<file path="src/rtl/csa_seq_adder_pkg.sv">
// Shared definitions for the chunk-serial wide adder: FSM encoding and the
// width helper for the chunk index counter.
package csa_seq_adder_pkg;

   // state   | meaning
   // IDLE    | waiting for start; outputs hold last result
   // RUN     | one chunk added per clock, LSB chunk first
   // DONE    | single-cycle result-valid pulse; may accept the next start
   // (2'd3)  | unreachable; decoded back to IDLE
   typedef enum logic [1:0] {
      ST_IDLE = 2'd0,
      ST_RUN  = 2'd1,
      ST_DONE = 2'd2
   } state_t;

   // Index counter width; a single-chunk build still needs a 1-bit counter.
   function automatic int idx_width(input int n);
      return (n <= 1) ? 1 : $clog2(n);
   endfunction

endpackage

</file>
<file path="src/rtl/csa_seq_adder_csa.sv">
// N-bit conditional-sum adder. Every bit starts with both candidate results
// (carry-in 0 and carry-in 1); blocks of doubling size are merged, the lower
// block's candidate carries choosing the upper block's candidates. The real
// carry-in selects the final pair at the end.
module csa_seq_adder_csa #(
   parameter int N = 4
) (
   input  logic [N-1:0] a,
   input  logic [N-1:0] b,
   input  logic         ci,
   output logic [N-1:0] sum,
   output logic         co
);

   // c0/c1 hold the carry-out of the block whose lowest bit is the index.
   logic [N-1:0] s0;
   logic [N-1:0] s1;
   logic [N-1:0] c0;
   logic [N-1:0] c1;
   logic         nc0;
   logic         nc1;

   // Log-depth merge of candidate sums/carries, then final carry-in select.
   always_comb begin
      s0  = a ^ b;
      s1  = ~(a ^ b);
      c0  = a & b;
      c1  = a | b;
      nc0 = 1'b0;
      nc1 = 1'b0;
      for (int k = 1; k < N; k = k * 2) begin
         for (int j = 0; j < N; j = j + 2 * k) begin
            if (j + k < N) begin
               for (int i = j + k; i < j + 2 * k; i++) begin
                  if (i < N) begin
                     s0[i] = c0[j] ? s1[i] : s0[i];
                     s1[i] = c1[j] ? s1[i] : s0[i];
                  end
               end
               nc0   = c0[j] ? c1[j+k] : c0[j+k];
               nc1   = c1[j] ? c1[j+k] : c0[j+k];
               c0[j] = nc0;
               c1[j] = nc1;
            end
         end
      end
      sum = ci ? s1 : s0;
      co  = ci ? c1[0] : c0[0];
   end

endmodule

</file>
<file path="src/rtl/csa_seq_adder.sv">
// Chunk-serial wide adder. Operands are captured on the accepting edge and
// added CHUNK_W bits per clock through one shared conditional-sum adder,
// LSB chunk first, with a registered carry between chunks. sum/co update
// only on the completing edge so the consumer never sees a partial result.
module csa_seq_adder
   import csa_seq_adder_pkg::*;
#(
   parameter int CHUNK_W    = 4,
   parameter int NUM_CHUNKS = 4
) (
   input  logic                          clk,
   input  logic                          rst_n,
   input  logic                          start,
   input  logic [CHUNK_W*NUM_CHUNKS-1:0] a,
   input  logic [CHUNK_W*NUM_CHUNKS-1:0] b,
   input  logic                          ci,
   output logic                          busy,
   output logic                          done,
   output logic [CHUNK_W*NUM_CHUNKS-1:0] sum,
   output logic                          co
);

   localparam int            W          = CHUNK_W * NUM_CHUNKS;
   localparam int            IW         = idx_width(NUM_CHUNKS);
   localparam logic [IW-1:0] IDX_LAST   = IW'(NUM_CHUNKS - 1);
   localparam logic [W-1:0]  CHUNK_MASK = W'({CHUNK_W{1'b1}});

   state_t               state;
   state_t               state_nxt;
   logic   [W-1:0]       a_reg;
   logic   [W-1:0]       b_reg;
   logic                 carry_reg;
   logic   [IW-1:0]      idx;
   logic   [W-1:0]       work_sum;
   logic   [W-1:0]       work_nxt;
   logic   [CHUNK_W-1:0] a_chunk;
   logic   [CHUNK_W-1:0] b_chunk;
   logic   [CHUNK_W-1:0] chunk_sum;
   logic                 chunk_co;
   logic                 accept;
   logic                 last;
   int                   shamt;

   // A new operation is taken only when not mid-run.
   always_comb begin
      accept = start && ((state == ST_IDLE) || (state == ST_DONE));
      last   = (idx == IDX_LAST);
   end

   // State register.
   always_ff @(posedge clk or negedge rst_n) begin
      if (!rst_n) state <= ST_IDLE;
      else        state <= state_nxt;
   end

   // Next-state logic; the unused encoding falls back to IDLE.
   always_comb begin
      state_nxt = ST_IDLE;
      case (state)
         ST_IDLE: state_nxt = start ? ST_RUN : ST_IDLE;
         ST_RUN:  state_nxt = last ? ST_DONE : ST_RUN;
         ST_DONE: state_nxt = start ? ST_RUN : ST_IDLE;
         default: state_nxt = ST_IDLE;
      endcase
   end

   // Status outputs decode the state register only, so start never reaches them.
   always_comb begin
      busy = (state == ST_RUN);
      done = (state == ST_DONE);
   end

   // Chunk select for the shared adder and merge of its result into the
   // working sum (the merged value is also what lands in sum on the last chunk).
   always_comb begin
      shamt    = int'(idx) * CHUNK_W;
      a_chunk  = CHUNK_W'(a_reg >> shamt);
      b_chunk  = CHUNK_W'(b_reg >> shamt);
      work_nxt = (work_sum & ~(CHUNK_MASK << shamt)) | (W'(chunk_sum) << shamt);
   end

   csa_seq_adder_csa #(
      .N (CHUNK_W)
   ) u_csa (
      .a   (a_chunk),
      .b   (b_chunk),
      .ci  (carry_reg),
      .sum (chunk_sum),
      .co  (chunk_co)
   );

   // Operand capture, per-chunk accumulation and result publication.
   always_ff @(posedge clk or negedge rst_n) begin
      if (!rst_n) begin
         a_reg     <= '0;
         b_reg     <= '0;
         carry_reg <= 1'b0;
         idx       <= '0;
         work_sum  <= '0;
         sum       <= '0;
         co        <= 1'b0;
      end else if (accept) begin
         a_reg     <= a;
         b_reg     <= b;
         carry_reg <= ci;
         idx       <= '0;
         work_sum  <= '0;
      end else if (state == ST_RUN) begin
         work_sum  <= work_nxt;
         carry_reg <= chunk_co;
         idx       <= last ? '0 : idx + 1'b1;
         if (last) begin
            sum <= work_nxt;
            co  <= chunk_co;
         end
      end
   end

endmodule

</file>
<file path="config.mk">
export PLATFORM = sky130hd
export DESIGN_NAME = csa_seq_adder
export DESIGN_NICKNAME = d
export VERILOG_FILES = /design/src/rtl/csa_seq_adder_pkg.sv /design/src/rtl/csa_seq_adder_csa.sv /design/src/rtl/csa_seq_adder.sv
export SDC_FILE = /design/constraint.sdc
export NUM_CORES = 1
export LEC_CHECK = 0
export BUFFER_PORTS_ARGS = -buffer_cell sky130_fd_sc_hd__buf_2
export CAP_MARGIN = 20
export CORE_ASPECT_RATIO = 0.9
export CORE_UTILIZATION = 55
export DETAILED_ROUTE_END_ITERATION = 6
export GPL_ROUTABILITY_DRIVEN = 0
export PLACE_DENSITY_LB_ADDON = 0.15
export SYNTH_ARGS = -nofsm -noshare
export SYNTH_HDL_FRONTEND = slang
export SYNTH_SLANG_ARGS = --single-unit
</file>
<file path="constraint.sdc">
create_clock -name clk -period 2.9 [get_ports clk]
set_input_delay 0.58 -clock clk [delete_from_list [all_inputs] [get_ports clk]]
set_output_delay 0.58 -clock clk [all_outputs]
set_load 0.1 [all_outputs]
</file>
Yosys cells after proc, flatten, opt, wreduce, memory -nomap -nowiden. Index checks and enable logic that the tools add are counted.

Register bits: 70. Output and inout port bits: 19. Input bits: 36.

Equal/unequal tests: 3. Muxes and demuxes: 26. Shift operators: 4. $add $sub $neg: 1. Bitwise gates (word level): 8. Reductions and logical operators: 6.

Operators by type and width (number): 16-bit 2-to-1 mux (2); 16-bit by 4-bit >> shifter with 4-bit output (2); 1-bit 2-to-1 mux (18); 16-bit bitwise AND (1); 16-bit inverter (1); 16-bit OR (1); 4-bit by 4-bit left shift with 16-bit output (1); 4-bit by 4-bit left shift with 16-bit output, first input constant (1); 2-bit 2-to-1 mux (4); 4-bit bitwise AND (1); 2-bit equality test, second input constant (2); 4-bit 2-to-1 mux (1); 4-bit inverter (1); 4-bit OR (1); 2-bit one-hot mux with 2 select lines (1); 4-bit XOR (1); 3-bit AND reduction (1); 2-bit by 1-bit adder with 2-bit output, second input constant (1); 2-bit by 1-bit equality test with 1-bit output, second input constant (1); 2-bit logical NOT (1); 2-bit nonzero test (1); 2-bit OR reduction (1); 1-bit logical AND (1); 1-bit logical OR (1); 1-bit inverter (1).

Depth between registers and ports, before layout. Gate-level depths: netlist (run 1).

Depth in word-level cells: 12. Mapped depth: 10.

Hierarchy. Synthesis (run 1) repeated with hierarchy kept, for this count alone.

Cells, all modules: 342. Area total of the unflattened synthesis: 3363.2 µm².

By module, submodules not included: csa_seq_adder (cells an instance 306, area an instance 3095.5 µm², instances 1); csa_seq_adder_csa (cells an instance 36, area an instance 267.8 µm², instances 1).

Least setup slack after synthesis (run 1). No wires, ideal clock.

Kind: register to register. Start point: reg idx[0]. End point: reg carry_reg. Data required time: 2.770 ns. Cell stages (with the launch flop): 10. Path slack: 0.413 ns. Clock period less this slack: 2.487 ns. Setup time: 0.130 ns. Buffers on the path: 2. Arrival: 2.356 ns. Cell sequence: dfrtp_1 buf_4 buf_4 mux4_2 ha_1 or2_2 a211o_1 nand2_1 mux2i_1 o21ai_0.

Longest elaborated chain between the ends: 7. Elaborated cells between the ends (all ways): 13.

Ends and longest elaborated chain: start: declaration (RTL line csa_seq_adder.sv:33) `logic [IW-1:0] idx;`; start signal: assignment (RTL line csa_seq_adder.sv:111) `idx <= last ? '0 : idx + 1'b1;`; 16-bit by 4-bit >> shifter with 4-bit output, on equally long branches (RTL line csa_seq_adder.sv:77, csa_seq_adder.sv:78); 4-bit bitwise AND or 4-bit OR (tied branches) (RTL line csa_seq_adder_csa.sv:27, csa_seq_adder_csa.sv:28); 1-bit 2-to-1 mux, on equally long branches (2 in a row) (RTL line csa_seq_adder_csa.sv:40, csa_seq_adder_csa.sv:41); 1-bit 2-to-1 mux * (RTL line csa_seq_adder_csa.sv:48) `co = ci ? c1[0] : c0[0];`; 1-bit 2-to-1 mux * (RTL line csa_seq_adder.sv:108) `end else if (state == ST_RUN) begin`; 1-bit 2-to-1 mux * (RTL line csa_seq_adder.sv:102) `end else if (accept) begin`; end signal: assignment (RTL line csa_seq_adder.sv:105) `carry_reg <= ci;`; end signal: assignment (RTL line csa_seq_adder.sv:110) `carry_reg <= chunk_co;`; end: declaration (RTL line csa_seq_adder.sv:32) `logic carry_reg;`.

Every way passes the cells marked *; elsewhere a longest branch is shown, timed or not. The select of a mux whose other input is x is not followed. A chain may end at the register's enable or synchronous reset.

Worst setup path after layout (run 1).
Start point: reg idx[0]. End point: reg sum[5].

Longest elaborated chain between the ends: 8. Elaborated cells between the ends (all ways): 16.

Ends and longest elaborated chain: 16-bit by 4-bit >> shifter with 4-bit output, on equally long branches (RTL line csa_seq_adder.sv:77, csa_seq_adder.sv:78); 4-bit XOR (RTL line csa_seq_adder_csa.sv:25, csa_seq_adder_csa.sv:26); 4-bit inverter (RTL line csa_seq_adder_csa.sv:26) `s1 = ~(a ^ b);`; 1-bit 2-to-1 mux (RTL line csa_seq_adder_csa.sv:36) `s0[i] = c0[j] ? s1[i] : s0[i];`; 1-bit 2-to-1 mux (RTL line csa_seq_adder_csa.sv:37) `s1[i] = c1[j] ? s1[i] : s0[i];`; 4-bit 2-to-1 mux (RTL line csa_seq_adder_csa.sv:47) `sum = ci ? s1 : s0;`; 4-bit by 4-bit left shift with 16-bit output (RTL line csa_seq_adder.sv:79) `work_nxt = (work_sum & ~(CHUNK_MASK << shamt)) | (W'(chunk_sum) << shamt);`; 16-bit OR (RTL line csa_seq_adder.sv:79); end signal: assignment (RTL line csa_seq_adder.sv:113) `sum <= work_nxt;`; end: declaration (RTL line csa_seq_adder.sv:19) `output logic [CHUNK_W*NUM_CHUNKS-1:0] sum,`.

Several ways; a longest one is shown, not always the timed one.

==> run metrics, run 1 <==
run status complete, no violations; share of final-layout standard cells stronger than drive strength 1 0.4076; starting density of the core 0.5821; Yosys warning total 0; vertical die dimension 73.59 um; Fmax achieved 388.8 MHz; synthesized net count 297; met3 Usage GRT 0.05963; DRC violations left 0; number of endpoints with negative hold slack in the final report 0; Post-Synth Simple-Gate Area 0.07391; initial antenna violation count 0; worst-case clock skew 0.009375 ns; largest family of logic cells by synthesized area multiplexers; GRT Util Overall 0.2473; arithmetic-cell share of the synthesized area counting full adders, half adders and majority gates 0.04794; Setup CP Type register to register; residual overflow from global routing 0; number of violations of the max-capacitance limit 0; H-Tree Depth 3; row count 25; met2 Usage GRT 0.3481; Crit. End Element register; number of instances in the synthesized netlist 249; Synth Register Bits 66; setup repair after global routing missed its margin no; critical path required time 3.11 ns; worst flop-to-flop path startpoint idx[0]; Crit Reg-Reg Endpoint sum[5]; Detail Route Antenna Nets 0; Synth Area in Compound Gates 0.1167; sequential area share after synthesis 0.5274; fill cell instance count of the final layout 395; Most Crowded Layer GR met1; Root Driver sky130_fd_sc_hd__clkbuf_8; number of clock sinks 66; Final Routed Wirelength 6254 um; HPWL Detailed 4474 um; number of endpoints failing setup at the final stage 0; buffer levels on the longest clock path 2; via count 2,139; wire length of the first global-routing pass 10,700 um; Top Ports 55; number of CTS-inserted buffers 9; worst-path fanout max 9; number of nets at the end of the flow 357; clock tree from TritonCTS yes; worst hold path class primary input to async pin; headroom to the max-slew limit 0.4902; vias in the first global route 2,105; path depth of the worst reg2reg path 8; total count of max-transition violations in the final report 0; number of library cell types mapped by synthesis 37; Die Wd 81.54 um; arrival time worst endpoint 2.79 ns; category of the worst setup path launch point register; Area growth, synth to finish 19.14%; drt initial violations 142; routed wire length per instance 16.41 um; minimum period implied by the final worst setup slack 2.572 ns; met1 Use GR 0.3730; number of iterations in the first detailed-routing pass 4; final core utilization 0.6935; number of input and output port buffers inserted 54; DIE AREA 6000 um^2; Mapped Area 3132 um^2; multiplexer share of the synthesized area 0.1758; number of vias per cell 5.614; clock latency on the worst-skew pair 0.34 ns; Synth Area in XOR/XNOR 0.01918; pin count of the biggest net entering global routing 67; Diodes inserted 0; worst reg2reg setup slack 0.33 ns; Period Utilization, post-route 0.8869; transition time of the tightest slew-check pin 0.7592 ns; syn avg cell area 12.58 um^2; area of the placeable core 5380 um^2; summed negative setup slack over all endpoints 0 ns; Clock Pin Slew Worst Setup and Hold Paths 0.07 ns
cell type report:
| class | instances | area, um^2 | share of cell area |
|---|---|---|---|
| Sequential cell | 66 | 1653 | 0.4430 |
| Clock buffer | 12 | 165.2 | 0.04427 |
| Tap cell | 67 | 83.83 | 0.02247 |
| Inverter | 17 | 63.81 | 0.01710 |
| Clock inverter | 4 | 72.57 | 0.01945 |
| Multi-Input combinational cell | 155 | 1365 | 0.3659 |
| Timing Repair Buffer | 60 | 327.8 | 0.08786 |
routing by layer:
| layer | part of all wire | up-vias |
|---|---|---|
| met2 | 0.44 | 65 |
| met5 | 0 | - |
| met4 | 0.014 | 0 |
| met1 | 0.49 | 1060 |
| met3 | 0.055 | 8 |
| li1 | - | 1006 |
kinds of logic after synthesis:
| kind of cell | Yosys count |
|---|---|
| XOR/XNOR | 6 |
| multiplexers | 41 |
| flip-flops | 66 |
| adder cells (fa/ha/maj) | 12 |
| AO/OA/AOI/OAI | 48 |
| buffers and inverters | 28 |
| AND/OR/NAND/NOR | 48 |
cells in the final DEF, fill, tap and decap left out, types with 5 or more instances in the layout:
master and count:
sky130_fd_sc_hd__clkbuf_8 12, sky130_fd_sc_hd__a22o_1 16, sky130_fd_sc_hd__inv_1 15, sky130_fd_sc_hd__a21oi_1 9, sky130_fd_sc_hd__mux2_2 32, sky130_fd_sc_hd__nor2_1 17
sky130_fd_sc_hd__and3_1 6, sky130_fd_sc_hd__o21ai_0 8, sky130_fd_sc_hd__a221oi_1 6, sky130_fd_sc_hd__buf_2 54, sky130_fd_sc_hd__mux4_2 8, sky130_fd_sc_hd__nand2_1 12
sky130_fd_sc_hd__buf_4 5, sky130_fd_sc_hd__dfrtp_1 65, sky130_fd_sc_hd__ha_1 12
metrics by stage:
stage	instances	area (um^2)	setup slack, ns	hold slack [ns]
4_1_cts	381	3730	0.1799	0.2566
6_report	381	3731	0.3279	0.2345
3_5_place_dp	365	3492	0.1987	0.4753
5_1_grt	381	3731	0.1072	0.2717
2_1_floorplan	249	3132	0.4135	0.2844
3_3_place_gp	365	3492	0.2688	0.4718
worst max path at each step:
stage           start   endpoint  depth (start not counted)
3_5_place_dp   idx[0]     sum[9]                          8
2_1_floorplan  idx[0]  carry_reg                          9
5_1_grt        idx[0]     sum[5]                          8
3_3_place_gp   idx[0]  carry_reg                          7
4_1_cts        idx[0]     sum[5]                          8
6_report       idx[0]     sum[5]                          8
synthesized netlist by cell type, drive strengths merged:
cell,instances,area share
a21bo,1,0.0032
a21oi,9,0.014
nor2,18,0.022
buf,11,0.019
nor3,3,0.0048
xor2,3,0.011
a211o,1,0.0028
a221oi,6,0.017
mux4,8,0.058
nor2b,4,0.0080
xnor2,3,0.0084
o22ai,1,0.0020
a22o,16,0.045
and3,6,0.012
a22oi,1,0.0024
or2,1,0.0020
nand2,12,0.014
nand3b,1,0.0024
mux2,32,0.12
o311ai,1,0.0084
inv,17,0.020
and2b,2,0.0060
dfrtp,66,0.53
mux2i,1,0.0032
o31ai,1,0.0024
nand2b,1,0.0020
ha,12,0.048
o21ai,10,0.017
o21bai,1,0.0024
critical path, stage by stage, from the launching register on:
cell	delay [ns]
sky130_fd_sc_hd__dfrtp_2	0.54
sky130_fd_sc_hd__mux4_2	0.58
sky130_fd_sc_hd__inv_1	0.08
sky130_fd_sc_hd__ha_1	0.16
sky130_fd_sc_hd__and2b_4	0.20
sky130_fd_sc_hd__nor2_2	0.20
sky130_fd_sc_hd__xnor2_1	0.28
sky130_fd_sc_hd__a221oi_1	0.34
sky130_fd_sc_hd__nor2_1	0.08
timing repair:
item / CTS / global route
hold buffers: 0 / 0
setup endpoints to repair: 0 / 3
endpoints found under the hold margin: 0 / 0
setup buffers: 0 / 0
gates resized for setup: 0 / 1
Power of run 1 is not shown: default switching activity piles up to over one toggle a cycle in this logic, so the estimate is an artifact.
==> run 2, diff against run 1 <==
CELL_PAD_IN_SITES_DETAIL_PLACEMENT = 1   (was not set)
CELL_PAD_IN_SITES_GLOBAL_PLACEMENT = 1   (was not set)
CORE_UTILIZATION = 44   (was 55)
==> run 2 against run 1 <==
Against the previous run: global-route usage decreased by 2.9 points; critical path depth did not move; register-to-register slack about the same; cell area fell by 0.10%; cell count grew 6.3%; die area is 24% higher; clock-buffer cell count up 2; via count grew 0.98%; clock skew decreased by 0.0031 ns; routed wire length grew 13%; setup slack improved by 0.00060 ns; hold slack improved by 0.025 ns; critical path type unchanged.
==> run metrics, run 2 (synthesized netlist as in run 1, its figures left out) <==
worst-path fanout max 9; run status complete, no violations; Final Routed Wirelength 7073 um; Worst Path Buf+Inv 1; path depth of the worst reg2reg path 8; Top Ports 55; number of CTS-inserted buffers 9; HPWL Detailed 5318 um; commonest cells after routing, fill and taps aside sky130_fd_sc_hd__dfrtp_1, sky130_fd_sc_hd__buf_2, sky130_fd_sc_hd__mux2_2; clock latency on the worst-skew pair 0.34 ns; number of nets at the end of the flow 358; CP max stage delay 0.58 ns; logic depth of the worst setup path including buffers 8; Root Driver sky130_fd_sc_hd__clkbuf_8; Post-CTS Hold Fix Bufs 0; arrival time worst endpoint 2.80 ns; category of the worst setup path launch point register; number of violations of the max-capacitance limit 0; DRC violations left 0; setup repair after global routing missed its margin no; Fmax achieved 388.9 MHz; area of the placeable core 6726 um^2; cell chain of the critical path mux4_2, inv_1, ha_1, and2b_4, nor2_2, xnor2_1, a221oi_1, nor2_1; worst-case clock skew 0.006227 ns; Period Utilization, post-route 0.8867; Die Wd 90.93 um; GRT Util Overall 0.2183; number of endpoints with negative hold slack in the final report 0; fill cell instance count of the final layout 747; row count 28; number of endpoints failing setup at the final stage 0; buffer levels on the longest clock path 2; DIE AREA 7459 um^2; number of clock sinks 66; pin count of the biggest net entering global routing 39; wire length of the first global-routing pass 12,010 um; CTS-repair resized insts 0; area of the multi-input gates 1365 um^2; transition time of the tightest slew-check pin 0.6911 ns; setup bufs post-CTS 0; Detail Route Antenna Nets 0; via count 2,160; summed negative setup slack over all endpoints 0 ns; minimum period implied by the final worst setup slack 2.572 ns; Diodes inserted 0; Crit. End Element register; number of vias per cell 5.333; clock tree from TritonCTS yes; share of final-layout standard cells stronger than drive strength 1 0.4000; pre-CTS setup slack 0.1306 ns; vias in the first global route 2,226; initial antenna violation count 0; number of iterations in the first detailed-routing pass 4; Setup CP Type register to register; starting density of the core 0.4656; dominant delay contributor by cell family on the critical path multiplexers; worst hold path class primary input to async pin; H-Tree Depth 3; Area growth, synth to finish 19.02%; FF+latch area 1653 um^2; critical path required time 3.13 ns; number of input and output port buffers inserted 54; headroom to the max-slew limit 0.5359; vertical die dimension 82.04 um; total count of max-transition violations in the final report 0; placed instance area 3528 um^2; slowest CP cell sky130_fd_sc_hd__mux4_2; most common cell after layout, fill and taps aside sky130_fd_sc_hd__dfrtp_1; drt initial violations 92; total non-filler cell area in the finished layout 3727 um^2; Clock Pin Slew Worst Setup and Hold Paths 0.07 ns; Worst Setup Slack, final 0.3285 ns; final worst hold slack 0.2596 ns; routed wire length per instance 17.46 um; residual overflow from global routing 0
[run 2: cell types whose count changed in the layout (fill, tap and decap cells not counted), sizes merged]
cell,before,now
clkbuf,12,14
buf,60,61
bufinv,2,1
clkinvlp,1,0
[run 2: cell type report]
class / instances / area share
Multi-Input combinational cell: 155 / 0.3662
Clock inverter: 2 / 0.009399
Tap cell: 90 / 0.03021
Sequential cell: 66 / 0.4434
Timing Repair Buffer: 61 / 0.08996
Inverter: 17 / 0.01712
Clock buffer: 14 / 0.04364
[run 2: worst reg2reg max path: cells and delay by family, from the launching register on]
family                     cells  cell delay [ns]
DFF                            1             0.55
adders and majority gates      1             0.16
and+or+nand+nor                3             0.48
muxes                          1             0.58
AOI/OAI and AO/OA              1             0.35
buffers and inverters          1             0.08
xor gates and xnor gates       1             0.26
[run 2: path summary, 6_finish.rpt]
kind / to / slack, ns / startpoint
max: sum[9] / 0.33 / idx[0]
min: b_reg[11] / 0.26 / rst_n
max reg2reg: sum[9] / 0.33 / idx[0]
min reg2reg: co / 0.48 / co
max in group asynchronous: idx[0] / 2.01 / rst_n
min in group clk: b_reg[11] / 0.46 / b[11]
[run 2: through the flow]
step,instances,utilization
finish,405,0.5541
detailed placement,389,0.5246
global placement,389,0.5246
CTS,405,0.5539
global route,405,0.5541
floorplan,249,-
[run 2: layer usage]
layer | part of all wire | vias up | GRT usage
li1 | - | 1012 | -
met1 | 0.50 | 1087 | 0.3033
met2 | 0.44 | 55 | 0.3303
met3 | 0.049 | 6 | 0.06667
met4 | 0.011 | 0 | 0.06667
met5 | 0 | - | 0
Power of run 2 is left out for the same reason.
==> run 3, diff against run 2 <==
CORE_ASPECT_RATIO = not set   (was 0.9)
CORE_UTILIZATION = 40   (was 44)
CTS_CLUSTER_SIZE = 24   (was not set)
clock period = 2.2 ns   (was 2.9 ns; I/O delays follow)
==> run 3 against run 2 <==
Against the previous run: the flow now finishes with violations (setup timing); sequential share of layout area shrank 3.3 points; global-route usage shrank 0.85 points; via count grew 4.2%; clock-buffer cell count shrank 3; fmax grew 8.7%; routed wire length grew 11%; cell count grew 6.4%; non-clock buffer count grew 17; core utilization shrank 0.96 points; setup slack lost 0.49 ns; clock skew grew 0.0018 ns; first-iteration DRC count grew 16%; critical endpoint is now co.
==> run metrics, run 3 (synthesized netlist as in run 1, its figures left out) <==
Detail Route Antenna Nets 0; number of iterations in the first detailed-routing pass 4; routed wire length per instance 18.19 um; Top Ports 55; residual overflow from global routing 0; minimum period implied by the final worst setup slack 2.366 ns; number of nets at the end of the flow 375; initial antenna violation count 0; number of endpoints with negative hold slack in the final report 0; total count of max-transition violations in the final report 0; final core utilization 0.5445; headroom to the max-slew limit 0.5820; vertical die dimension 90.49 um; row count 31; number of violations of the max-capacitance limit 0; DIE AREA 8188 um^2; Root Driver sky130_fd_sc_hd__clkbuf_8; Period Utilization, post-route 1.076; Clock Pin Slew Worst Setup and Hold Paths 0.07 ns; Area growth, synth to finish 28.81%; via count 2,251; Final Routed Wirelength 7842 um; HPWL Detailed 5639 um; most common cell after layout, fill and taps aside sky130_fd_sc_hd__dfrtp_1; share of final-layout standard cells stronger than drive strength 1 0.5060; worst hold path class primary input to async pin; critical path required time 2.43 ns; setup repair after global routing missed its margin yes; number of vias per cell 5.223; number of CTS-inserted buffers 9; starting density of the core 0.4227; GRT Util Overall 0.2098; final worst hold slack 0.1006 ns; run status complete, but fails checks; drt initial violations 107; clock tree from TritonCTS yes; wire length of the first global-routing pass 12,970 um; number of endpoints failing setup at the final stage 18; worst-path fanout max 5; vias in the first global route 2,411; Diodes inserted 0; DRC violations left 0; arrival time worst endpoint 2.59 ns; Die Wd 90.49 um; failing checks setup timing; area of the placeable core 7408 um^2; number of clock sinks 66; H-Tree Depth 3; Crit. End Element register; worst-case clock skew 0.007982 ns; commonest cells after routing, fill and taps aside sky130_fd_sc_hd__dfrtp_1, sky130_fd_sc_hd__buf_2, sky130_fd_sc_hd__mux2_2; clock latency on the worst-skew pair 0.35 ns; transition time of the tightest slew-check pin 0.6270 ns; pin count of the biggest net entering global routing 42; buffer levels on the longest clock path 2; Setup CP Type register to register; Worst Setup Slack, final -0.1664 ns; pre-CTS setup slack -0.2514 ns; number of input and output port buffers inserted 54; category of the worst setup path launch point register; Post-CTS Hold Fix Bufs 0; Fmax achieved 422.6 MHz
-- run 3: per-stage QoR --
stage	setup TNS, ns	instance area [um^2]	instances
after floorplan	-0.2318	3168	249
final	-1.443	4034	431
after global placement	-1.052	3685	412
after global routing	-3.128	4034	431
after CTS	-1.072	3976	430
after detailed placement	-2.585	3685	412
-- run 3: area by class of cell --
class,instances,area [um^2]
Fill cell,786,3374
Sequential cell,66,1654
Multi-Input combinational cell,155,1526
Timing Repair Buffer,78,494.2
Clock buffer,11,141.4
Tap cell,99,123.9
Inverter,17,63.81
Clock inverter,5,30.03
-- run 3: final timing paths --
| path | start | to | slack (ns) | depth (start not counted) |
|---|---|---|---|---|
| max in group asynchronous | rst_n | sum[12] | 1.46 | 2 |
| worst max-delay path | idx[0] | co | -0.17 | 8 |
| worst min-delay path | rst_n | b_reg[7] | 0.10 | 1 |
| worst max register to register | idx[0] | co | -0.17 | 8 |
| min in group clk | b[11] | b_reg[11] | 0.32 | 2 |
| worst min register to register | sum[7] | sum[7] | 0.48 | 2 |
-- run 3: metal layers --
layer | global-route usage | share of wire
met1 | 0.2966 | 0.49
met3 | 0.05976 | 0.031
met5 | 0 | 0
met4 | 0.05511 | 0.011
met2 | 0.3163 | 0.47
-- run 3: repair_timing --
action | 4_1_cts | 5_1_grt
setup buffers | 3 | 2
endpoints found under the hold margin | 0 | 0
setup endpoints to repair | 23 | 24
resized for setup | 27 | 12
pin swaps | 13 | 6
-- run 3: critical path, stage by stage (launching register included) --
cell and delay, ns:
sky130_fd_sc_hd__dfrtp_2 0.45, sky130_fd_sc_hd__buf_6 0.14, sky130_fd_sc_hd__mux4_2 0.56, sky130_fd_sc_hd__ha_4 0.19
sky130_fd_sc_hd__or2_4 0.24, sky130_fd_sc_hd__a211o_1 0.28, sky130_fd_sc_hd__nand2_2 0.08, sky130_fd_sc_hd__mux2i_2 0.22
sky130_fd_sc_hd__o21ai_1 0.09
Power of run 3 is left out for the same reason.
